## config.mk

```make
export PLATFORM = sky130hd
export DESIGN_NAME = spi_xfer_sequencer_flat
export DESIGN_NICKNAME = d
export VERILOG_FILES = /design/src/rtl/spi_xfer_sequencer_if.sv /design/src/rtl/spi_xfer_sequencer.sv /design/src/flat_wrapper.sv
export SDC_FILE = /design/constraint.sdc
export NUM_CORES = 1
export LEC_CHECK = 0
export CAP_MARGIN = 15
export CORE_MARGIN = 5
export CORE_UTILIZATION = 54
export CTS_BUF_LIST = sky130_fd_sc_hd__clkbuf_4
export DETAILED_ROUTE_END_ITERATION = 6
export GPL_TIMING_DRIVEN = 0
export PLACE_DENSITY = 0.83
export RECOVER_POWER = 100
export SYNTH_ARGS = -nofsm -noshare
export SYNTH_HDL_FRONTEND = slang
export SYNTH_SLANG_ARGS = --single-unit
export TNS_END_PERCENT = 30
```

## constraint.sdc

```tcl
create_clock -name clk -period 2.5 [get_ports clk]
set_input_delay 0.5 -clock clk [delete_from_list [all_inputs] [get_ports clk]]
set_output_delay 0.5 -clock clk [all_outputs]
set_load 0.005 [all_outputs]
```

## src/rtl/spi_xfer_sequencer_if.sv

```systemverilog
// Command/response and spi_top-facing signal bundle for spi_xfer_sequencer.
// slave is the sequencer's view; master is the command source, response sink and spi_top model.
interface spi_xfer_sequencer_if #(
    parameter int SPI_TRF_BIT = 8
);
    logic                   cmd_valid;
    logic                   cmd_ready;
    logic [1:0]             cmd_mode;
    logic [SPI_TRF_BIT-1:0] cmd_data;
    logic                   rsp_valid;
    logic                   rsp_ready;
    logic [SPI_TRF_BIT-1:0] rsp_data;
    logic                   rsp_timeout;
    logic [1:0]             req;
    logic [SPI_TRF_BIT-1:0] din_master;
    logic [SPI_TRF_BIT-1:0] dout_master;
    logic                   done_tx;
    logic                   done_rx;
    logic                   busy;
    logic                   err_illegal;

    modport slave (
        input  cmd_valid, cmd_mode, cmd_data, rsp_ready, dout_master, done_tx, done_rx,
        output cmd_ready, rsp_valid, rsp_data, rsp_timeout, req, din_master, busy, err_illegal
    );

    modport master (
        output cmd_valid, cmd_mode, cmd_data, rsp_ready, dout_master, done_tx, done_rx,
        input  cmd_ready, rsp_valid, rsp_data, rsp_timeout, req, din_master, busy, err_illegal
    );
endinterface

```

## src/rtl/spi_xfer_sequencer.sv

```systemverilog
// Queues SPI transfer commands, runs them one at a time against spi_top,
// and collects received bytes (or timeout markers) into a response FIFO.
module spi_xfer_sequencer #(
    parameter int SPI_TRF_BIT = 8,
    parameter int CMD_DEPTH   = 4,
    parameter int RSP_DEPTH   = 4,
    parameter int IDLE_GAP    = 2,
    parameter int TIMEOUT     = 4096
) (
    input  logic                 clk,
    input  logic                 rst,
    spi_xfer_sequencer_if.slave  bus
);
    localparam int CAW = $clog2(CMD_DEPTH);
    localparam int RAW = $clog2(RSP_DEPTH);
    localparam int TW  = $clog2(TIMEOUT);
    localparam int GW  = (IDLE_GAP > 1) ? $clog2(IDLE_GAP) : 1;

    typedef enum logic [1:0] {IDLE, ACTIVE, GAP} state_t;

    state_t                 state_reg;
    logic [1:0]             req_reg;
    logic [1:0]             mode_reg;
    logic [SPI_TRF_BIT-1:0] din_reg;
    logic [SPI_TRF_BIT-1:0] rx_data_reg;
    logic [TW-1:0]          tmo_cnt_reg;
    logic [GW-1:0]          gap_cnt_reg;
    logic                   tx_seen_reg, rx_seen_reg;
    logic                   done_tx_prev_reg, done_rx_prev_reg;
    logic                   err_illegal_reg;

    logic [1:0]             cmd_mode_mem [CMD_DEPTH];
    logic [SPI_TRF_BIT-1:0] cmd_data_mem [CMD_DEPTH];
    logic [CAW-1:0]         cmd_wr_reg, cmd_rd_reg;
    logic [CAW:0]           cmd_cnt_reg;

    logic [SPI_TRF_BIT-1:0] rsp_data_mem [RSP_DEPTH];
    logic                   rsp_tmo_mem  [RSP_DEPTH];
    logic [RAW-1:0]         rsp_wr_reg, rsp_rd_reg;
    logic [RAW:0]           rsp_cnt_reg;

    logic cmd_hs, cmd_push, cmd_empty, rsp_full, rsp_pop, launch;
    logic tx_edge, rx_edge, tx_now, rx_now, complete, expired, finish, rsp_push;
    logic [1:0]             head_mode;
    logic [SPI_TRF_BIT-1:0] head_data, rsp_push_data;

    assign cmd_hs    = bus.cmd_valid && bus.cmd_ready;
    assign cmd_push  = cmd_hs && (bus.cmd_mode != 2'd0);
    assign cmd_empty = (cmd_cnt_reg == '0);
    assign head_mode = cmd_mode_mem[cmd_rd_reg];
    assign head_data = cmd_data_mem[cmd_rd_reg];
    assign rsp_full  = (rsp_cnt_reg == (RAW+1)'(RSP_DEPTH));
    assign rsp_pop   = bus.rsp_valid && bus.rsp_ready;

    // A command that will produce a response only launches once its FIFO slot is guaranteed.
    assign launch = (state_reg == IDLE) && !cmd_empty && ((head_mode == 2'd1) || !rsp_full);

    assign tx_edge  = bus.done_tx && !done_tx_prev_reg;
    assign rx_edge  = bus.done_rx && !done_rx_prev_reg;
    assign tx_now   = tx_seen_reg || tx_edge;
    assign rx_now   = rx_seen_reg || rx_edge;
    assign complete = (!mode_reg[0] || tx_now) && (!mode_reg[1] || rx_now);
    assign expired  = (tmo_cnt_reg == TW'(TIMEOUT - 1));
    assign finish   = (state_reg == ACTIVE) && (complete || expired);
    assign rsp_push = finish && mode_reg[1];

    // The received byte is the one present when done_rx rose, even if tx completes later.
    assign rsp_push_data = !complete ? '0 : (rx_edge ? bus.dout_master : rx_data_reg);

    assign bus.cmd_ready   = (cmd_cnt_reg != (CAW+1)'(CMD_DEPTH));
    assign bus.rsp_valid   = (rsp_cnt_reg != '0);
    assign bus.rsp_data    = bus.rsp_valid ? rsp_data_mem[rsp_rd_reg] : '0;
    assign bus.rsp_timeout = bus.rsp_valid && rsp_tmo_mem[rsp_rd_reg];
    assign bus.req         = req_reg;
    assign bus.din_master  = din_reg;
    assign bus.busy        = (state_reg != IDLE) || !cmd_empty;
    assign bus.err_illegal = err_illegal_reg;

    always_ff @(posedge clk) begin
        if (cmd_push) begin
            cmd_mode_mem[cmd_wr_reg] <= bus.cmd_mode;
            cmd_data_mem[cmd_wr_reg] <= bus.cmd_data;
        end
        if (rsp_push) begin
            rsp_data_mem[rsp_wr_reg] <= rsp_push_data;
            rsp_tmo_mem[rsp_wr_reg]  <= !complete;
        end
    end

    always_ff @(posedge clk or posedge rst) begin
        if (rst) begin
            cmd_wr_reg  <= '0;
            cmd_rd_reg  <= '0;
            cmd_cnt_reg <= '0;
            rsp_wr_reg  <= '0;
            rsp_rd_reg  <= '0;
            rsp_cnt_reg <= '0;
        end else begin
            if (cmd_push) cmd_wr_reg <= cmd_wr_reg + 1'b1;
            if (launch)   cmd_rd_reg <= cmd_rd_reg + 1'b1;
            case ({cmd_push, launch})
                2'b10:   cmd_cnt_reg <= cmd_cnt_reg + 1'b1;
                2'b01:   cmd_cnt_reg <= cmd_cnt_reg - 1'b1;
                default: cmd_cnt_reg <= cmd_cnt_reg;
            endcase
            if (rsp_push) rsp_wr_reg <= rsp_wr_reg + 1'b1;
            if (rsp_pop)  rsp_rd_reg <= rsp_rd_reg + 1'b1;
            case ({rsp_push, rsp_pop})
                2'b10:   rsp_cnt_reg <= rsp_cnt_reg + 1'b1;
                2'b01:   rsp_cnt_reg <= rsp_cnt_reg - 1'b1;
                default: rsp_cnt_reg <= rsp_cnt_reg;
            endcase
        end
    end

    always_ff @(posedge clk or posedge rst) begin
        if (rst) begin
            state_reg        <= IDLE;
            req_reg          <= '0;
            mode_reg         <= '0;
            din_reg          <= '0;
            rx_data_reg      <= '0;
            tmo_cnt_reg      <= '0;
            gap_cnt_reg      <= '0;
            tx_seen_reg      <= 1'b0;
            rx_seen_reg      <= 1'b0;
            done_tx_prev_reg <= 1'b0;
            done_rx_prev_reg <= 1'b0;
            err_illegal_reg  <= 1'b0;
        end else begin
            done_tx_prev_reg <= bus.done_tx;
            done_rx_prev_reg <= bus.done_rx;
            err_illegal_reg  <= cmd_hs && (bus.cmd_mode == 2'd0);
            case (state_reg)
                IDLE: begin
                    if (launch) begin
                        state_reg   <= ACTIVE;
                        req_reg     <= head_mode;
                        mode_reg    <= head_mode;
                        din_reg     <= (head_mode == 2'd2) ? '0 : head_data;
                        tmo_cnt_reg <= '0;
                        tx_seen_reg <= 1'b0;
                        rx_seen_reg <= 1'b0;
                    end else begin
                        req_reg <= '0;
                    end
                end
                ACTIVE: begin
                    tx_seen_reg <= tx_now;
                    rx_seen_reg <= rx_now;
                    tmo_cnt_reg <= tmo_cnt_reg + 1'b1;
                    if (rx_edge) rx_data_reg <= bus.dout_master;
                    if (complete || expired) begin
                        req_reg     <= '0;
                        gap_cnt_reg <= '0;
                        state_reg   <= GAP;
                    end
                end
                GAP: begin
                    if (gap_cnt_reg == GW'(IDLE_GAP - 1)) state_reg <= IDLE;
                    else gap_cnt_reg <= gap_cnt_reg + 1'b1;
                end
                default: state_reg <= IDLE;
            endcase
        end
    end
endmodule

```

## src/flat_wrapper.sv

```systemverilog
// flat-port wrapper written by rule: the top's interface ports become plain ports
module spi_xfer_sequencer_flat 
#(
    parameter int SPI_TRF_BIT = 8,
    parameter int CMD_DEPTH   = 4,
    parameter int RSP_DEPTH   = 4,
    parameter int IDLE_GAP    = 2,
    parameter int TIMEOUT     = 4096
)
  (clk, rst, bus_cmd_valid, bus_cmd_mode, bus_cmd_data, bus_rsp_ready, bus_dout_master, bus_done_tx, bus_done_rx, bus_cmd_ready, bus_rsp_valid, bus_rsp_data, bus_rsp_timeout, bus_req, bus_din_master, bus_busy, bus_err_illegal);
  spi_xfer_sequencer_if #(.SPI_TRF_BIT(SPI_TRF_BIT)) bus_i ();
  input  logic clk;
  input  logic rst;
  input wire logic [$bits(bus_i.cmd_valid)-1:0] bus_cmd_valid;
  input wire logic [$bits(bus_i.cmd_mode)-1:0] bus_cmd_mode;
  input wire logic [$bits(bus_i.cmd_data)-1:0] bus_cmd_data;
  input wire logic [$bits(bus_i.rsp_ready)-1:0] bus_rsp_ready;
  input wire logic [$bits(bus_i.dout_master)-1:0] bus_dout_master;
  input wire logic [$bits(bus_i.done_tx)-1:0] bus_done_tx;
  input wire logic [$bits(bus_i.done_rx)-1:0] bus_done_rx;
  output wire logic [$bits(bus_i.cmd_ready)-1:0] bus_cmd_ready;
  output wire logic [$bits(bus_i.rsp_valid)-1:0] bus_rsp_valid;
  output wire logic [$bits(bus_i.rsp_data)-1:0] bus_rsp_data;
  output wire logic [$bits(bus_i.rsp_timeout)-1:0] bus_rsp_timeout;
  output wire logic [$bits(bus_i.req)-1:0] bus_req;
  output wire logic [$bits(bus_i.din_master)-1:0] bus_din_master;
  output wire logic [$bits(bus_i.busy)-1:0] bus_busy;
  output wire logic [$bits(bus_i.err_illegal)-1:0] bus_err_illegal;
  assign bus_i.cmd_valid = bus_cmd_valid;
  assign bus_i.cmd_mode = bus_cmd_mode;
  assign bus_i.cmd_data = bus_cmd_data;
  assign bus_i.rsp_ready = bus_rsp_ready;
  assign bus_i.dout_master = bus_dout_master;
  assign bus_i.done_tx = bus_done_tx;
  assign bus_i.done_rx = bus_done_rx;
  assign bus_cmd_ready = bus_i.cmd_ready;
  assign bus_rsp_valid = bus_i.rsp_valid;
  assign bus_rsp_data = bus_i.rsp_data;
  assign bus_rsp_timeout = bus_i.rsp_timeout;
  assign bus_req = bus_i.req;
  assign bus_din_master = bus_i.din_master;
  assign bus_busy = bus_i.busy;
  assign bus_err_illegal = bus_i.err_illegal;
  spi_xfer_sequencer #(.SPI_TRF_BIT(SPI_TRF_BIT), .CMD_DEPTH(CMD_DEPTH), .RSP_DEPTH(RSP_DEPTH), .IDLE_GAP(IDLE_GAP), .TIMEOUT(TIMEOUT)) u_core (.clk(clk), .rst(rst), .bus(bus_i));
endmodule
```

# Word-level counts from Yosys, hierarchy flattened
# Memories as Yosys holds them, arrays and structs flattened.
# Cells that the tools add are included.
[op_classes]
reduce_logical = 41
eq_ne = 14
n_mux = 25
addsub = 10
[op_table]
columns = ["operator", "n"]
rows = [
  ["2-to-1 mux 8 bit", 4],
  ["one-hot mux 12 bit (2 select lines)", 1],
  ["adder 12 x 1 -> 12 bit (second input constant)", 1],
  ["equality test 12 bit (second input constant)", 1],
  ["logical AND 1 bit", 12],
  ["2-to-1 mux 12 bit", 1],
  ["one-hot mux 3 bit (2 select lines)", 2],
  ["nonzero test 2 bit", 6],
  ["2-to-1 mux 2 bit", 5],
  ["adder 2 x 1 -> 2 bit (second input constant)", 4],
  ["equality test 2 x 1 -> 1 bit (second input constant)", 4],
  ["equality test 2 bit (second input constant)", 4],
  ["AND reduction 2 bit", 4],
  ["zero test 1 bit", 7],
  ["logical OR 1 bit", 7],
  ["2-to-1 mux 1 bit", 7],
  ["adder 3 x 1 -> 3 bit (second input constant)", 2],
  ["one-hot mux 1 bit (2 select lines)", 3],
  ["one-hot mux 2 bit (3 select lines)", 1],
  ["subtractor 3 x 1 -> 3 bit (second input constant)", 2],
  ["zero test 2 bit", 2],
  ["!= test 2 x 1 -> 1 bit (second input constant)", 2],
  ["one-hot mux 2 bit (2 select lines)", 1],
  ["equality test 3 bit (second input constant)", 1],
  ["6 further kinds", 6],
]
[totals]
in_bits = 24
mem_bits_rw = 76
elab_cells = 112
mem_count = 4
out_inout_bits = 23
register_bits = 54
[memory_table]
columns = ["memory", "depth", "width", "rd", "rd_ports_with_merged_regs", "write_ports", "line", "rtl"]
rows = [
  ["u_core.cmd_data_mem", 4, 8, 1, 0, 1, "spi_xfer_sequencer.sv:33", "logic [SPI_TRF_BIT-1:0] cmd_data_mem [CMD_DEPTH];"],
  ["u_core.rsp_data_mem", 4, 8, 1, 0, 1, "spi_xfer_sequencer.sv:37", "logic [SPI_TRF_BIT-1:0] rsp_data_mem [RSP_DEPTH];"],
  ["u_core.cmd_mode_mem", 4, 2, 1, 0, 1, "spi_xfer_sequencer.sv:32", "logic [1:0] cmd_mode_mem [CMD_DEPTH];"],
  ["u_core.rsp_tmo_mem", 4, 1, 1, 0, 1, "spi_xfer_sequencer.sv:38", "logic rsp_tmo_mem [RSP_DEPTH];"],
]

# Logic depth before layout (Yosys ltp)
# Gate-level depths: netlist of the first run.
[logic_depth]
ltp_word = 10
mapped_depth = 12
depth_no_buf = 11

# Worst setup path before layout of the first run
# Ideal clock, no wire load.
[synth_timing]
kind = "register -> register"
start = "reg u_core.cmd_rd_reg[0]"
end = "reg u_core.cmd_cnt_reg[2]"
synth_period_minus_slack_ns = 2.528
setup_time_ns = 0.079
arrival_time_ns = 2.449
setup_slack_ns = -0.028
path_stages_with_launch = 12
cell_sequence = "dfrtp_1 mux4_2 nor2b_1 o21ai_1 inv_2 buf_2 ha_1 inv_1 fa_1 xor2_1 nor2_1 xor2_1"
[synth_between]
elab_chain_cells = 6
elab_cells_between_ends = 8
[synth_lines]
columns = ["element", "line", "rtl"]
rows = [
  ["start: declaration", "spi_xfer_sequencer.sv:34", "logic [CAW-1:0] cmd_wr_reg, cmd_rd_reg;"],
  ["start signal: assignment", "spi_xfer_sequencer.sv:100", "if (launch) cmd_rd_reg <= cmd_rd_reg + 1'b1;"],
  ["memory (4 x 2 bit) *", "-", ""],
  ["equality test 2 x 1 -> 1 bit *", "spi_xfer_sequencer.sv:56", "assign launch = (state_reg == IDLE) && !cmd_empty && ((head_mode == 2'd1) || !rsp_full);"],
  ["logical OR 1 bit *", "spi_xfer_sequencer.sv:56", ""],
  ["logical AND 1 bit *", "spi_xfer_sequencer.sv:56", ""],
  ["net u_core.launch", "spi_xfer_sequencer.sv:42", "logic cmd_hs, cmd_push, cmd_empty, rsp_full, rsp_pop, launch;"],
  ["equality test 2 x 1 -> 1 bit / equality test 2 bit (equally long branches)", "spi_xfer_sequencer.sv:101", "case ({cmd_push, launch})"],
  ["one-hot mux 3 bit (2 select lines) / nonzero test 2 bit (equally long branches)", "-", ""],
  ["end signal: assignment", "spi_xfer_sequencer.sv:102", "2'b10: cmd_cnt_reg <= cmd_cnt_reg + 1'b1;"],
  ["end signal: assignment", "spi_xfer_sequencer.sv:103", "2'b01: cmd_cnt_reg <= cmd_cnt_reg - 1'b1;"],
  ["end signal: assignment", "spi_xfer_sequencer.sv:104", "default: cmd_cnt_reg <= cmd_cnt_reg;"],
  ["end: declaration", "spi_xfer_sequencer.sv:35", "logic [CAW:0] cmd_cnt_reg;"],
]
# The timed path passes the listed nets; every way through them passes the cells marked *.
# A chain may end at the register's enable or synchronous reset.

# Final worst setup path of the first run
[layout_timing]
start = "reg u_core.tmo_cnt_reg[0]"
end = "reg u_core.rsp_cnt_reg[2]"
[layout_between]
elab_chain_cells = 6
elab_cells_between_ends = 8
[layout_lines]
columns = ["element", "line", "rtl"]
rows = [
  ["start: declaration", "spi_xfer_sequencer.sv:26", "logic [TW-1:0] tmo_cnt_reg;"],
  ["start signal: assignment", "spi_xfer_sequencer.sv:151", "tmo_cnt_reg <= tmo_cnt_reg + 1'b1;"],
  ["equality test 12 bit *", "spi_xfer_sequencer.sv:63", "assign expired = (tmo_cnt_reg == TW'(TIMEOUT - 1));"],
  ["logical OR 1 bit *", "spi_xfer_sequencer.sv:64", "assign finish = (state_reg == ACTIVE) && (complete || expired);"],
  ["logical AND 1 bit *", "spi_xfer_sequencer.sv:64", ""],
  ["logical AND 1 bit *", "spi_xfer_sequencer.sv:65", "assign rsp_push = finish && mode_reg[1];"],
  ["equality test 2 x 1 -> 1 bit / equality test 2 bit (equally long branches)", "spi_xfer_sequencer.sv:108", "case ({rsp_push, rsp_pop})"],
  ["one-hot mux 3 bit (2 select lines) / nonzero test 2 bit (equally long branches)", "-", ""],
  ["end signal: assignment", "spi_xfer_sequencer.sv:109", "2'b10: rsp_cnt_reg <= rsp_cnt_reg + 1'b1;"],
  ["end signal: assignment", "spi_xfer_sequencer.sv:110", "2'b01: rsp_cnt_reg <= rsp_cnt_reg - 1'b1;"],
  ["end signal: assignment", "spi_xfer_sequencer.sv:111", "default: rsp_cnt_reg <= rsp_cnt_reg;"],
  ["end: declaration", "spi_xfer_sequencer.sv:40", "logic [RAW:0] rsp_cnt_reg;"],
]
# Mark *: on every way between the ends. The rest lies on a longest branch, timed or not.

==> flow_summary.json, run 1 <==
{
  "status": "completed",
  "syn_area_mm2": 0.00549,
  "die_h_um": 111,
  "die_x_um": 111,
  "rsz0062_at_grt": "yes",
  "synth_cells": 373,
  "syn_avg_cell_area_um2": 14.7,
  "route.detailed.drc": 0,
  "power_mw": 7.66,
  "synth_seq_cells": 130,
  "p_clk_share_pct": 18.1,
  "cp_cell_sequence": "ha_4 -> nand3_4 -> or4_4 -> a211oi_4 -> inv_1 -> ha_2 -> inv_2 -> fa_2 -> xor2_1 -> nor2_1 -> xor2_1",
  "p_seq_share_pct": 42.0,
  "drt_iter0_drc": 234,
  "start_util_pct": 55.9,
  "synth_most_common_cell": "edfxtp_1",
  "yosys.area.top_type_share_pct": 41.6,
  "layout-drive-gt1-share_pct": 26.1,
  "cp_common_cell": "xor2_1",
  "critPathSlowestCell": "or4_4",
  "min_period_ps": 2480,
  "place_congestion": 0.730,
  "antenna_found_initial": 0,
  "dp.cells": 553,
  "setup_ws_ps": 16.2,
  "cts_tree": "yes",
  "multiInputGateArea_mm2": 0.00180,
  "worst_hold_slack_ps": 440,
  "antenna_cells": 0,
  "start_kind": "flip-flop",
  "io_pins": 47,
  "port-buffer-count": 46,
  "final_util_pct": 68.1,
  "async_flop_share_pct": 41.5,
  "grt_pass1_wl_mm": 17.6,
  "track_usage_pct": 18.1,
  "fmax_mhz": 403,
  "cts_buffer_depth": 2,
  "intPower_mw": 4.98,
  "clock_latency_ps": 540,
  "finalCritPeriodShare_pct": 99.4,
  "maxCapViolCount": 0,
  "seq_area_mm2": 0.00363,
  "wl_per_cell_um": 17.7,
  "cts_inserted_buffers": 17,
  "worstPathArrival_ps": 2910,
  "fin_nets": 496,
  "finalSetupViolCount": 0,
  "netlist_top_cells_area": "edfxtp_1 42%, dfrtp_1 25%, mux4_2 7.8%, nand2_1 2.5%, ha_1 2.5%",
  "syn_to_final_growth_pct": 21.9,
  "row_count": 36,
  "switching_power_mw": 2.68,
  "grt_pass1_vias": 3504,
  "fp.coreArea_mm2": 0.00982,
  "routed_wirelength_mm": 10.7,
  "ys_types": 43,
  "p_sw_share_pct": 34.9,
  "instances_no_fill": 605,
  "combPwrFrac_pct": 39.9,
  "ant_nets": 0,
  "clk_pin_slew_ps": 140,
  "dieArea_mm2": 0.0123,
  "detailed_place_hpwl_mm": 7.01,
  "powerDensity_mw_per_mm2": 1150,
  "synth-edff-count": 76,
  "via_per_inst": 5.42,
  "first_pass_iters": 4,
  "root_buffer": "clkbuf_4",
  "hold_viol_final": 0,
  "seq_area_frac_synth_pct": 66.2,
  "synth_warnings": 0,
  "n_fill_cell": 684,
  "ys.flop_type": "edfxtp_1",
  "end_kind": "flip-flop",
  "p_leak_nw": 2.57,
  "tightest_slew_ps": 972,
  "grt.overflow.total": 0,
  "criticalPathCategory": "reg -> reg",
  "syn-num-nets": 410,
  "synth_common_cells": "76 x edfxtp_1, 54 x dfrtp_1, 37 x nand2_1",
  "max_stage_delay_ps": 580,
  "pre_cts_slack_ps": -663,
  "htree_num_levels": 4,
  "critPathRequiredTime_ps": 2930,
  "num_vias": 3280,
  "max-vdd-ir-drop_mv": 0.586,
  "fin_skew_ps": 23.1,
  "critical_path.max_fanout": 3,
  "slew_viol_final": 0,
  "yosys.area.top_type": "edfxtp_1",
  "worstHoldPathType": "in -> reg",
  "cts_sinks": 130,
  "grt_max_degree": 40,
  "postCtsHoldBufs": 0,
  "max-slew-margin-rel_pct": 35.2
}
per-stage QoR:
stage / TNS (ps) / cell area (um^2)
floorplan: 0 / 5490
global placement: -41910 / 6120
detailed placement: -29380 / 6140
CTS: -125 / 6610
global route: -693 / 6690
finish: 0 / 6690
cell families after synthesis:
group                      count (synthesis)  share of synthesized area [%]
AOI/OAI and AO/OA                         34                           4.26
muxes                                     31                           10.3
and+or+nand+nor                          107                           9.81
DFF                                      130                           66.2
adders and majority gates                 14                           3.42
xor gates and xnor gates                  21                           3.35
buffers and inverters                     36                           2.65
layout by cell type, fill, tap and decap left out, types with 11 or more instances in the layout:
master	netlist	final
mux4_2	19	19
buf_6	0	11
nand2_1	37	37
dfrtp_1	54	53
edfxtp_1	76	76
xnor2_1	14	14
clkbuf_4	0	18
a21oi_1	12	12
buf_4	1	15
dlygate4sd3_1	0	23
inv_1	21	19
clkdlybuf4s50_1	0	14
nor2_1	19	19
critical path, delay by kind of cell (launching register included):
family,cells,cell delay [ps]
XOR/XNOR,2,280
AND/OR/NAND/NOR,3,730
adder cells (fa/ha/maj),3,560
flip-flops,1,420
AO/OA/AOI/OAI,1,260
buffers and inverters,2,140
metal layers:
layer  track usage, %  part of all wire (%)  vias to the layer above
met5                0                     0                        -
met1             21.5                    41                     1660
met2             31.8                    53                       86
met4             4.43                   1.5                        0
met3             6.00                   4.6                       16
li1                 -                     -                     1518
final cells by class:
class | instances | share of cell area (%)
Sequential cell | 130 | 54.3
Tap cell | 133 | 2.49
Inverter | 23 | 1.29
Buffer | 10 | 0.861
Clock inverter | 14 | 2.13
Multi-Input combinational cell | 207 | 26.9
Clock buffer | 18 | 2.02
Timing Repair Buffer | 70 | 9.93
repair_timing:
| item | 4_1_cts | 5_1_grt |
|---|---|---|
| setup buffers | 17 | 5 |
| cloned | 1 | 0 |
| pin swaps | 12 | 11 |
| gates resized for setup | 56 | 20 |
| setup endpoints to repair | 50 | 50 |
final timing paths:
check | start | to | slack (ps) | cells past startpoint
setup / recovery | u_core.tmo_cnt_reg[0] | u_core.rsp_cnt_reg[2] | 20 | 11
hold / removal | bus_done_rx | u_core.done_rx_prev_reg | 440 | 1
setup reg to reg | u_core.tmo_cnt_reg[0] | u_core.rsp_cnt_reg[2] | 20 | 11
hold reg to reg | u_core.bus.din_master[2] | u_core.bus.din_master[2] | 510 | 1
max in group asynchronous | rst | u_core.cmd_wr_reg[1] | 680 | 3
min in group asynchronous | rst | u_core.rsp_cnt_reg[0] | 450 | 2
power groups by stage:
stage | Combinational, mW | Sequential [mW] | Clock (mW)
final | 3.05 | 3.22 | 1.39
after global routing | 3.34 | 3.28 | 1.51
after CTS | 3.04 | 3.21 | 1.40
after detailed placement | 2.71 | 3.21 | 0
after global placement | 2.57 | 3.17 | 0
after floorplan | 1.81 | 3.12 | 0
Note: power is estimated with default switching activity, not from simulation.
==> inputs of run 2 (changes only) <==
Settings changed: CELL_PAD_IN_SITES_DETAIL_PLACEMENT set to 1, CELL_PAD_IN_SITES_GLOBAL_PLACEMENT set to 1, CORE_UTILIZATION 54 to 45.
==> flow_summary.json, run 2 (synthesis gave the netlist of run 1 again) <==
{
  "max_stage_delay_ps": 540,
  "powerDensity_mw_per_mm2": 1160,
  "critPathRequiredTime_ps": 2950,
  "final_util_pct": 56.1,
  "mostFrequentLayoutCells": "76 x edfxtp_1, 51 x dfrtp_1, 37 x nand2_1",
  "r2r-end": "u_core.cmd_cnt_reg[2]",
  "die_x_um": 120,
  "row_count": 40,
  "p_leak_nw": 2.58,
  "max-slew-margin-rel_pct": 30.9,
  "cts_buffer_depth": 2,
  "worst-path-buf-inv": 3,
  "ant_nets": 0,
  "layout-drive-gt1-share_pct": 28.5,
  "tns_ps": 0,
  "pre_cts_slack_ps": -718,
  "hold_viol_final": 0,
  "cts_tree": "yes",
  "ff2ff_path_depth": 11,
  "postCtsHoldBufs": 0,
  "fp.coreArea_mm2": 0.0120,
  "slew_viol_final": 0,
  "end_kind": "flip-flop",
  "via_per_inst": 5.28,
  "fin_nets": 502,
  "maxCapViolCount": 0,
  "hold_path.startpoint": "bus_done_rx",
  "die_h_um": 120,
  "cts_sinks": 130,
  "finalCritPeriodShare_pct": 97.5,
  "clk_pin_slew_ps": 130,
  "cp_cell_sequence": "clkbuf_1 -> mux4_2 -> nor2b_4 -> o21ai_2 -> inv_2 -> ha_4 -> inv_2 -> fa_2 -> xor2_1 -> nor2_1 -> xor2_1",
  "wl_per_cell_um": 19.2,
  "min_period_ps": 2440,
  "syn_to_final_growth_pct": 22.4,
  "rsz0062_at_grt": "yes",
  "routed_wirelength_mm": 12.0,
  "root_buffer": "clkbuf_4",
  "dpl_cell_area_mm2": 0.00615,
  "antenna_found_initial": 0,
  "tightest_slew_ps": 1040,
  "track_usage_pct": 17.8,
  "drt_iter0_drc": 158,
  "num_vias": 3302,
  "holdPathStages": 1,
  "cts_inserted_buffers": 17,
  "critPathSlowestCell": "mux4_2",
  "worstHoldPathType": "in -> reg",
  "first_pass_iters": 4,
  "finalSetupViolCount": 0,
  "mostFrequentLayoutCell": "edfxtp_1",
  "status": "completed",
  "critical_path.max_fanout": 3,
  "dieArea_mm2": 0.0145,
  "port-buffer-count": 46,
  "fmax_mhz": 410,
  "final_area_mm2": 0.00671,
  "worstPathArrival_ps": 2880,
  "clock_latency_ps": 550,
  "grt.overflow.total": 0,
  "htree_num_levels": 4,
  "antenna_cells": 0,
  "grt_max_degree": 30,
  "route.detailed.drc": 0,
  "setup_ws_ps": 62.9,
  "detailed_place_hpwl_mm": 7.72,
  "io_pins": 47,
  "grt_pass1_wl_mm": 19.6,
  "max-vdd-ir-drop_mv": 0.552,
  "rr_startpoint": "u_core.cmd_rd_reg[0]",
  "fin_skew_ps": 16.8,
  "place_congestion": 0.747,
  "r2r_setup_slack_ps": 60,
  "start_util_pct": 45.9,
  "criticalPathCategory": "reg -> reg",
  "cp_top_family": "multiplexers",
  "grt_pass1_vias": 3753,
  "hold_end": "u_core.done_rx_prev_reg",
  "start_kind": "flip-flop"
}
==> run 2: worst max path at each step <==
stage / startpoint / endpoint / cells after the start
after global placement: bus_done_rx / u_core.rsp_cnt_reg[2] / 12
final: u_core.cmd_rd_reg[0] / u_core.cmd_cnt_reg[2] / 11
after floorplan: u_core.cmd_rd_reg[0] / u_core.cmd_cnt_reg[2] / 11
after CTS: u_core.rsp_rd_reg[0] / bus_rsp_data[0] / 5
after detailed placement: bus_done_rx / u_core.rsp_cnt_reg[2] / 12
after global routing: u_core.tmo_cnt_reg[6] / u_core.rsp_cnt_reg[2] / 10
==> run 2: final cells by class <==
cell class | instances | area (um^2)
Fill cell | 1165 | 5250
Buffer | 10 | 57.6
Inverter | 23 | 86.3
Timing Repair Buffer | 76 | 673
Multi-Input combinational cell | 207 | 1800
Tap cell | 147 | 184
Clock inverter | 15 | 146
Sequential cell | 130 | 3640
Clock buffer | 17 | 128
==> run 2: metal layers <==
metal	global-route usage (%)	wire length, um
met5	0	0
met2	31.2	6540
met4	5.52	189
met3	5.89	486
met1	20.8	4810
==> run 2: power breakdown <==
group          switching (mW)  leakage [nW]  total, mW  internal, mW
logic                    1.55          1.07       3.18          1.63
registers               0.343          1.37       3.22          2.88
clock network           0.876         0.138       1.39         0.517
==> run 2: per-stage QoR <==
step	cells	total power [mW]	hold WS (ps)
after floorplan	373	4.93	454
after global placement	566	5.78	476
after detailed placement	567	5.99	484
after CTS	617	7.72	298
after global routing	625	8.29	406
final	625	7.79	445
==> run 2: worst register-to-register path, delay by kind of cell (launching register included) <==
family,cells,cell delay (ps)
flops,1,410
fa+ha+maj,2,380
xor+xnor,2,300
buf+inv,3,320
mux,1,540
compound gates,1,170
simple gates,2,220
==> run 2: timing repair <==
action / CTS / global route
gates resized for setup: 60 / 21
buffers inserted: 19 / 10
pin swaps: 13 / 9
gates cloned: 1 / 0
endpoints found under the setup margin: 51 / 35
